<file path="src/rtl/shifter_pkg.sv">
// Shared definitions for the pipelined barrel shifter.
// The payload struct is sized for the widest supported operand (64 bits).
// Narrower instances keep their data in the low WIDTH bits, and the upper
// bits stay zero.
package shifter_pkg;

  localparam int MAX_WIDTH   = 64;
  localparam int MAX_SHAMT_W = 6;

  localparam logic DIR_LEFT  = 1'b0;
  localparam logic DIR_RIGHT = 1'b1;

  typedef struct packed {
    logic [MAX_WIDTH-1:0]   data;   // operand window in bits [WIDTH-1:0]
    logic [MAX_SHAMT_W-1:0] shamt;  // remaining shift bits, LSB = this stage
    logic                   dir;    // DIR_LEFT / DIR_RIGHT
    logic                   arith;  // sign-fill on right shift
    logic                   rot;    // rotate instead of shift
    logic                   sign;   // operand MSB captured at input
  } payload_t;

  // Ones in the low 'width' bits of the payload data field.
  function automatic logic [MAX_WIDTH-1:0] width_mask(input int width);
    width_mask = {MAX_WIDTH{1'b1}} >> (MAX_WIDTH - width);
  endfunction

endpackage

</file>
<file path="src/rtl/shift_stage.sv">
// One combinational barrel-shifter stage: shifts by DIST when the LSB of the
// remaining shift amount is set, and otherwise passes the payload through.
// The shift amount leaves the stage shifted down one bit for the next stage.
// When SHIFTER_ROTATE_EN is defined, a set rot field turns the shift into a
// rotate within the WIDTH window.
import shifter_pkg::*;

module shift_stage #(
  parameter int WIDTH = 32,
  parameter int DIST  = 1
) (
  input  payload_t din,
  output payload_t dout
);

  localparam logic [MAX_WIDTH-1:0] MASK = width_mask(WIDTH);
  // Top DIST bits of the window, which sign fill sets on a right shift.
  localparam logic [MAX_WIDTH-1:0] FILL = MASK & ~(MASK >> DIST);

  logic [MAX_WIDTH-1:0] shifted;

  // Select the shifted or the unshifted data and retire one shamt bit.
  always_comb begin
    shifted    = din.data;
    dout       = din;
    dout.shamt = din.shamt >> 1;
    if (din.shamt[0]) begin
      if (din.dir == DIR_LEFT) begin
        shifted = (din.data << DIST) & MASK;
      end else begin
        // Fill uses the captured sign, not the current MSB of the window.
        shifted = (din.data >> DIST) | ((din.arith && din.sign) ? FILL : '0);
      end
`ifdef SHIFTER_ROTATE_EN
      if (din.rot) begin
        if (din.dir == DIR_LEFT) begin
          shifted = ((din.data << DIST) | (din.data >> (WIDTH - DIST))) & MASK;
        end else begin
          shifted = ((din.data >> DIST) | (din.data << (WIDTH - DIST))) & MASK;
        end
      end
`endif
      dout.data = shifted;
    end
  end

endmodule

</file>
<file path="src/rtl/pipe_barrel_shifter.sv">
// Pipelined barrel shifter with SHAMT_W register stages. Stage k shifts by 2^k.
// Optional feature macro: SHIFTER_ROTATE_EN adds the rot port and rotate logic.
//
// Handshake: a word moves on a rising edge where valid and ready are both 1,
// on the input and on the output. The whole pipeline stalls together when the
// output holds a result that the consumer does not take. Bubbles never
// collapse, so in_ready = !(out_valid && !out_ready).
import shifter_pkg::*;

module pipe_barrel_shifter #(
  parameter int WIDTH = 32,  // power of two, 8..64
  localparam int SHAMT_W = $clog2(WIDTH)
) (
  input  logic               clk,
  input  logic               rst,
  input  logic               in_valid,
  output logic               in_ready,
  input  logic [WIDTH-1:0]   a,
  input  logic [SHAMT_W-1:0] shamt,
  input  logic               dir,
  input  logic               arith,
`ifdef SHIFTER_ROTATE_EN
  input  logic               rot,
`endif
  output logic               out_valid,
  input  logic               out_ready,
  output logic [WIDTH-1:0]   b
);

  payload_t             in_p;
  payload_t             stage_in  [SHAMT_W];
  payload_t             stage_out [SHAMT_W];
  payload_t             pipe_q    [SHAMT_W];
  logic [SHAMT_W-1:0]   valid_q;
  logic                 stall;

  assign stall     = valid_q[SHAMT_W-1] && !out_ready;
  assign in_ready  = !stall;
  assign out_valid = valid_q[SHAMT_W-1];
  assign b         = pipe_q[SHAMT_W-1].data[WIDTH-1:0];

  // Pack the operand and its controls into the stage payload.
  always_comb begin
    in_p                     = '0;
    in_p.data[WIDTH-1:0]     = a;
    in_p.shamt[SHAMT_W-1:0]  = shamt;
    in_p.dir                 = dir;
    in_p.arith               = arith;
`ifdef SHIFTER_ROTATE_EN
    in_p.rot                 = rot;
`else
    in_p.rot                 = 1'b0;
`endif
    in_p.sign                = a[WIDTH-1];
  end

  for (genvar k = 0; k < SHAMT_W; k++) begin : g_stage
    if (k == 0) begin : g_first
      assign stage_in[k] = in_p;
    end else begin : g_rest
      assign stage_in[k] = pipe_q[k-1];
    end

    shift_stage #(
      .WIDTH (WIDTH),
      .DIST  (1 << k)
    ) u_stage (
      .din  (stage_in[k]),
      .dout (stage_out[k])
    );
  end

  // Advance every stage together unless the output is stalled. Payloads load
  // only behind a valid word, so b keeps its last result through bubbles.
  always_ff @(posedge clk) begin
    if (rst) begin
      valid_q <= '0;
      for (int k = 0; k < SHAMT_W; k++) begin
        pipe_q[k] <= '0;
      end
    end else if (!stall) begin
      valid_q <= {valid_q[SHAMT_W-2:0], in_valid};
      if (in_valid) begin
        pipe_q[0] <= stage_out[0];
      end
      for (int k = 1; k < SHAMT_W; k++) begin
        if (valid_q[k-1]) begin
          pipe_q[k] <= stage_out[k];
        end
      end
    end
  end

endmodule

</file>
<file path="config.mk">
export PLATFORM = sky130hd
export DESIGN_NAME = pipe_barrel_shifter
export DESIGN_NICKNAME = d
export VERILOG_FILES = /design/src/rtl/shifter_pkg.sv /design/src/rtl/shift_stage.sv /design/src/rtl/pipe_barrel_shifter.sv
export SDC_FILE = /design/constraint.sdc
export NUM_CORES = 1
export LEC_CHECK = 0
export CAP_MARGIN = 25
export CORE_AREA = 4 4 186 116
export DETAILED_ROUTE_END_ITERATION = 7
export DIE_AREA = 0 0 190 120
export DONT_BUFFER_PORTS = 1
export PLACE_DENSITY_LB_ADDON = 0.2
export SETUP_SLACK_MARGIN = 0.1
export SYNTH_ARGS = -nofsm -noshare
export SYNTH_HDL_FRONTEND = slang
export SYNTH_SLANG_ARGS = --single-unit
</file>
<file path="constraint.sdc">
create_clock -name clk -period 2.7 [get_ports clk]
set_input_delay 0.81 -clock clk [delete_from_list [all_inputs] [get_ports clk]]
set_output_delay 0.81 -clock clk [all_outputs]
set_load 0.05 [all_outputs]
</file>
After elaboration in Yosys (flattened, before gate mapping)
Memories as Yosys holds them, arrays and structs flattened.
Cells that the tools add are included.
{ "op_classes": {"addsub": 0, "n_eq_ne": 0, "div_mod_pow": 0, "order_cmp": 0, "n_mul": 0, "reduce_logical": 8, "shifts": 0, "n_mux": 42, "bitwise": 10} }
{ "op_table": {"columns": ["operator", "count"], "rows": [
  ["two-way mux 64 bit", 10],
  ["two-way mux 73 bit", 5],
  ["two-way mux 32 bit", 5],
  ["OR 31 x 64 -> 64 bit", 1],
  ["OR 48 x 64 -> 64 bit", 1],
  ["OR 56 x 64 -> 64 bit", 1],
  ["OR 60 x 64 -> 64 bit", 1],
  ["OR 62 x 64 -> 64 bit", 1],
  ["two-way mux 1 bit", 22],
  ["logical AND 1 bit", 6],
  ["OR 1 bit", 5],
  ["zero test 1 bit", 2]
]} }
{ "word_totals": {"mem_bits_rw": 365, "latch_bits": 0, "word_cells": 62, "romBits": 0, "mem_count": 1, "input_bits": 43, "reg_bits": 5} }
{ "mem_list": {"columns": ["name", "depth", "word_bits", "read_ports", "rd_ports_with_merged_regs", "write_ports", "line_no", "text"], "rows": [
  ["pipe_q", 5, 73, 5, 0, 5, "pipe_barrel_shifter.sv:33", "payload_t pipe_q [SHAMT_W];"]
]} }

Longest topological paths before layout
An unclocked memory read counts as a cell.
{ "depth": {"depth_word": 7, "mapped_depth": 7} }

Cells and area by module
Synthesis repeated with hierarchy kept, for this count alone.
{ "unflattened": {"cells_unflattened": 1777, "hier_area_um2": 18057.3} }
{ "by_module_without_submodules": {"columns": ["mod", "area_each_um2", "seq_area_each_um2", "cells_each", "n_inst"], "rows": [
  ["pipe_barrel_shifter", 12555.8, 9949.5, 756, 1],
  ["shift_stage at g_stage[0].u_stage", 1213.7, 0.0, 221, 1],
  ["shift_stage at g_stage[1].u_stage", 1206.2, 0.0, 219, 1],
  ["shift_stage at g_stage[2].u_stage", 1159.9, 0.0, 210, 1],
  ["shift_stage at g_stage[3].u_stage", 1037.2, 0.0, 198, 1],
  ["shift_stage at g_stage[4].u_stage", 884.6, 0.0, 173, 1]
]} }

Worst setup path after synthesis
Ideal clock, no wire load.
{ "synth_path": {"path_kind": "input to register", "startpoint": "input out_ready", "endpoint": "memory pipe_q[0][0] (netlist bit), enable pin", "t_required_ps": 2298, "t_arrival_ps": 2420, "slack_ps": -122, "cell_stages": 5, "setup_ps": 402, "cell_sequence": "nor2b_1 buf_6 inv_1 nand2_1 nand2b_1"} }
{ "synth_rtl": {"columns": ["item", "line_no", "text"], "rows": [
  ["from (decl)", "pipe_barrel_shifter.sv:26", "input logic out_ready,"],
  ["to (decl)", "pipe_barrel_shifter.sv:33", null]
]} }

Worst setup path after layout
{ "layout_path": {"startpoint": "input out_ready", "endpoint": "output in_ready"} }
{ "layout_between": {"elab_chain_cells": 3} }
{ "layout_rtl": {"columns": ["item", "line_no", "text"], "rows": [
  ["zero test 1 bit", "pipe_barrel_shifter.sv:37", "assign stall = valid_q[SHAMT_W-1] && !out_ready;"],
  ["logical AND 1 bit", "pipe_barrel_shifter.sv:37", null],
  ["zero test 1 bit", null, null],
  ["to (decl)", "pipe_barrel_shifter.sv:17", "output logic in_ready,"]
]} }
Every way passes these cells.

==> impl_metrics.sql <==
INSERT INTO impl_metrics (metric_group, metric, value, unit) VALUES
('critical_path', 'setup.worst_path.class', 'input pin to output port', ''),
('critical_path', 'worstPathCellList', 'nor2b_1 > inv_1 > buf_4', ''),
('global_route', 'global_route_total_overflow', '0', ''),
('global_route', 'via_count_of_the_first_global_routing_pass', '5722', ''),
('power_and_ir_drop', 'powerDensity', '686', 'mW/mm²'),
('die', 'floorplan.initialDensity', '49.3', '%'),
('synth', 'synth.cell_area', '0.00974', 'mm²'),
('cts', 'cts_hold_buffers', '0', ''),
('synth', 'yosys_most_used_dff', 'sky130_fd_sc_hd__edfxtp_1', ''),
('synth', 'most_instantiated_library_cell_after_synthesis', 'sky130_fd_sc_hd__edfxtp_1', ''),
('sta', 'setup_viol', '0', ''),
('sta', 'timing.final.crit_share', '77.5', '%'),
('min_path', 'timing.hold.worst.class', 'input pin to flip-flop', ''),
('die', 'design.portCount', '77', ''),
('cts', 'clk_buf_depth', '2', ''),
('sta', 'finalSetupTns', '0', 'ns'),
('synth', 'synth.mux.area_fraction', '10.1', '%'),
('synth', 'synth_largest_type_area_fraction', '56.1', '%'),
('synth', 'synth_top_cells_by_area', 'sky130_fd_sc_hd__edfxtp_1, sky130_fd_sc_hd__mux2i_1, sky130_fd_sc_hd__a211oi_2, sky130_fd_sc_hd__nor2_1, sky130_fd_sc_hd__a311oi_1', ''),
('synth', 'post_synth_most_frequent_cells', 'sky130_fd_sc_hd__edfxtp_1, sky130_fd_sc_hd__nor2_1, sky130_fd_sc_hd__mux2i_1, sky130_fd_sc_hd__a211oi_2, sky130_fd_sc_hd__nand2b_1', ''),
('cts', 'worstSkewPairLatency', '0.44', 'ns'),
('cts', 'worst_setup_hold_path_clk_slew', '0.07', 'ns'),
('power_and_ir_drop', 'intPower', '5.30', 'mW'),
('synth', 'synth_warnings', '0', ''),
('synth', 'yosysSeqAreaShare', '57.2', '%'),
('power_and_ir_drop', 'switching_share', '26.9', '%'),
('synth', 'avgSynthCellArea', '12.2', 'µm²'),
('route', 'via_count', '6106', ''),
('route', 'dr.first_iter.drc_count', '501', ''),
('route', 'detail_route.wl_per_cell', '18.6', 'µm'),
('layout', 'antenna-diode-count', '0', ''),
('critical_path', 'timing.critical_path.fanout_max', '5', ''),
('critical_path', 'startpoint_type', 'input pin', ''),
('critical_path', 'timing.critical_path.required', '1.89', 'ns'),
('layout', 'area.growth.synth_to_final', '8.53', '%'),
('global_route', 'antenna_found_initial', '1', ''),
('sta', 'slew_viol_final', '0', ''),
('synth', 'synth-async-reset-ratio', '0', '%'),
('cts', 'cts_tree', 'yes', ''),
('die', 'die_y', '120', 'µm'),
('cts', 'cts.repair.resized', '0', ''),
('synth', 'synthesized_area_fraction_occupied_by_adder_cells', '0', '%'),
('route', 'detailedRoute.firstPassIterationCount', '5', ''),
('synth', 'number_of_synthesized_flops_with_an_enable_pin', '182', ''),
('sta', 'slew_headroom', '36.8', '%'),
('layout', 'layout.cells.non_filler', '1049', ''),
('power_and_ir_drop', 'power.static_leakage', '3.62', 'nW'),
('global_route', 'grt_max_degree', '65', ''),
('sta', 'period_minus_slack', '2.09', 'ns'),
('placement', 'gp_routability_congestion', '0.813', ''),
('route', 'viasPerCell', '5.82', ''),
('route', 'route.antenna.remaining_nets', '0', ''),
('layout', 'nets', '806', ''),
('synth', 'ys_ff_latch', '187', ''),
('die', 'die_width', '190', 'µm'),
('sta', 'final.setup_skew', '0.00779', 'ns'),
('global_route', 'grt_overall_usage', '17.5', '%'),
('power_and_ir_drop', 'power_switching', '1.95', 'mW'),
('outcome', 'run_status', 'complete, no violations', ''),
('synth', 'synth.lib_cells_used.distinct', '23', ''),
('cts', 'cts.root.buffer_cell', 'sky130_fd_sc_hd__clkbuf_16', ''),
('synth', 'synth-compound-area-share', '15.9', '%'),
('critical_path', 'critical_path.max_stage_delay', '0.21', 'ns'),
('sta', 'grt_setup_unrepaired', 'no', ''),
('critical_path', 'critPathArrivalTime', '1.28', 'ns'),
('sta', 'maxClockFrequency', '478', 'MHz'),
('cts', 'cts_made_buffers', '17', ''),
('power_and_ir_drop', 'vdd_ir_drop_max', '0.461', 'mV'),
('die', 'floorplan.rows', '40', ''),
('sta', 'timing_hold_violations_final', '0', ''),
('die', 'die_area', '0.0228', 'mm²');
## worst max-delay path, delay by kind of cell
| kind | cells | cell delay [ns] |
|---|---|---|
| buffers and inverters | 2 | 0.33 |
| AND/OR/NAND/NOR | 1 | 0.14 |
## power groups by stage
stage          combinational [mW]  sequential [mW]  clock (mW)
2_1_floorplan               0.725             3.76           0
3_3_place_gp                0.783             3.86           0
3_5_place_dp                0.819             3.86           0
4_1_cts                     0.821             3.80        2.67
5_1_grt                     0.910             3.83        2.80
6_report                    0.816             3.80        2.63
## per-stage QoR
| step | power [mW] | util (%) | setup slack, ns | hold WS [ns] | area, µm² |
|---|---|---|---|---|---|
| after floorplan | 4.48 | - | 0.158 | 0.449 | 9750 |
| after detailed placement | 4.68 | 50.3 | 0.418 | 0.477 | 9940 |
| after CTS | 7.29 | 53.4 | 0.590 | 0.418 | 10600 |
| after global routing | 7.54 | 53.5 | 0.494 | 0.411 | 10600 |
| final | 7.25 | 53.5 | 0.606 | 0.432 | 10600 |
| after global placement | 4.64 | 50.1 | 0.426 | 0.457 | 9910 |
## state kept, by name (all words and copies together) (netlist names)
signal   flops
pipe_q     182
valid_q      5
## final timing paths
kind                                  end                          from  slack (ns)  cells after the start
min reg2reg       valid_q[0]$_SDFFE_PP0N_       valid_q[0]$_SDFFE_PP0N_        0.48                      2
max                              in_ready                     out_ready        0.61                      3
min               valid_q[0]$_SDFFE_PP0N_                           rst        0.43                      1
max reg2reg  pipe_q[0][320]$_SDFFCE_PN0P_  pipe_q[0][222]$_SDFFCE_PN0P_        0.61                      2
## per-layer routing
layer | part of all wire (%) | routed length [µm] | global-route usage (%)
met1 | 51 | 10000 | 27.3
met2 | 42 | 8220 | 24.2
met3 | 5.5 | 1080 | 4.62
met4 | 1.0 | 197 | 4.02
met5 | 0 | 0 | 0
## area by class of cell
type | count | area [µm²]
sequential | 187 | 5570
inverter | 1 | 3.75
clock inverter | 14 | 186
fill | 1654 | 9200
clock buffer | 18 | 429
tap | 273 | 342
timing repair buffer | 23 | 236
multi-input combinational | 533 | 3800
## cell usage in the layout, fill, tap and decap left out
cell,count
sky130_fd_sc_hd__inv_6,4
sky130_fd_sc_hd__inv_1,1
sky130_fd_sc_hd__a311oi_1,30
sky130_fd_sc_hd__a211oi_2,69
sky130_fd_sc_hd__edfxtp_1,182
sky130_fd_sc_hd__buf_16,1
sky130_fd_sc_hd__nor2b_1,24
sky130_fd_sc_hd__nand2b_2,4
sky130_fd_sc_hd__inv_8,1
sky130_fd_sc_hd__nand3b_1,1
sky130_fd_sc_hd__a21o_1,1
sky130_fd_sc_hd__a211o_4,1
sky130_fd_sc_hd__clkbuf_16,17
sky130_fd_sc_hd__bufinv_16,3
sky130_fd_sc_hd__mux2i_1,98
sky130_fd_sc_hd__and2_1,24
sky130_fd_sc_hd__clkbuf_8,1
sky130_fd_sc_hd__nand2_1,9
sky130_fd_sc_hd__buf_4,18
sky130_fd_sc_hd__clkinv_4,4
sky130_fd_sc_hd__a21oi_1,36
sky130_fd_sc_hd__nand2b_1,38
sky130_fd_sc_hd__a211oi_1,30
sky130_fd_sc_hd__nor3_1,1
sky130_fd_sc_hd__dfxtp_1,5
sky130_fd_sc_hd__buf_12,3
sky130_fd_sc_hd__nor2_1,154
sky130_fd_sc_hd__clkinvlp_4,2
sky130_fd_sc_hd__a21bo_2,1
sky130_fd_sc_hd__nand3_1,12
sky130_fd_sc_hd__clkbuf_1,1
## cell families after synthesis
family,after synthesis
AND/OR/NAND/NOR,267
flip-flops,187
AO/OA/AOI/OAI,168
multiplexers,98
buffers and inverters,76
Note: power is estimated with default switching activity, not from simulation.
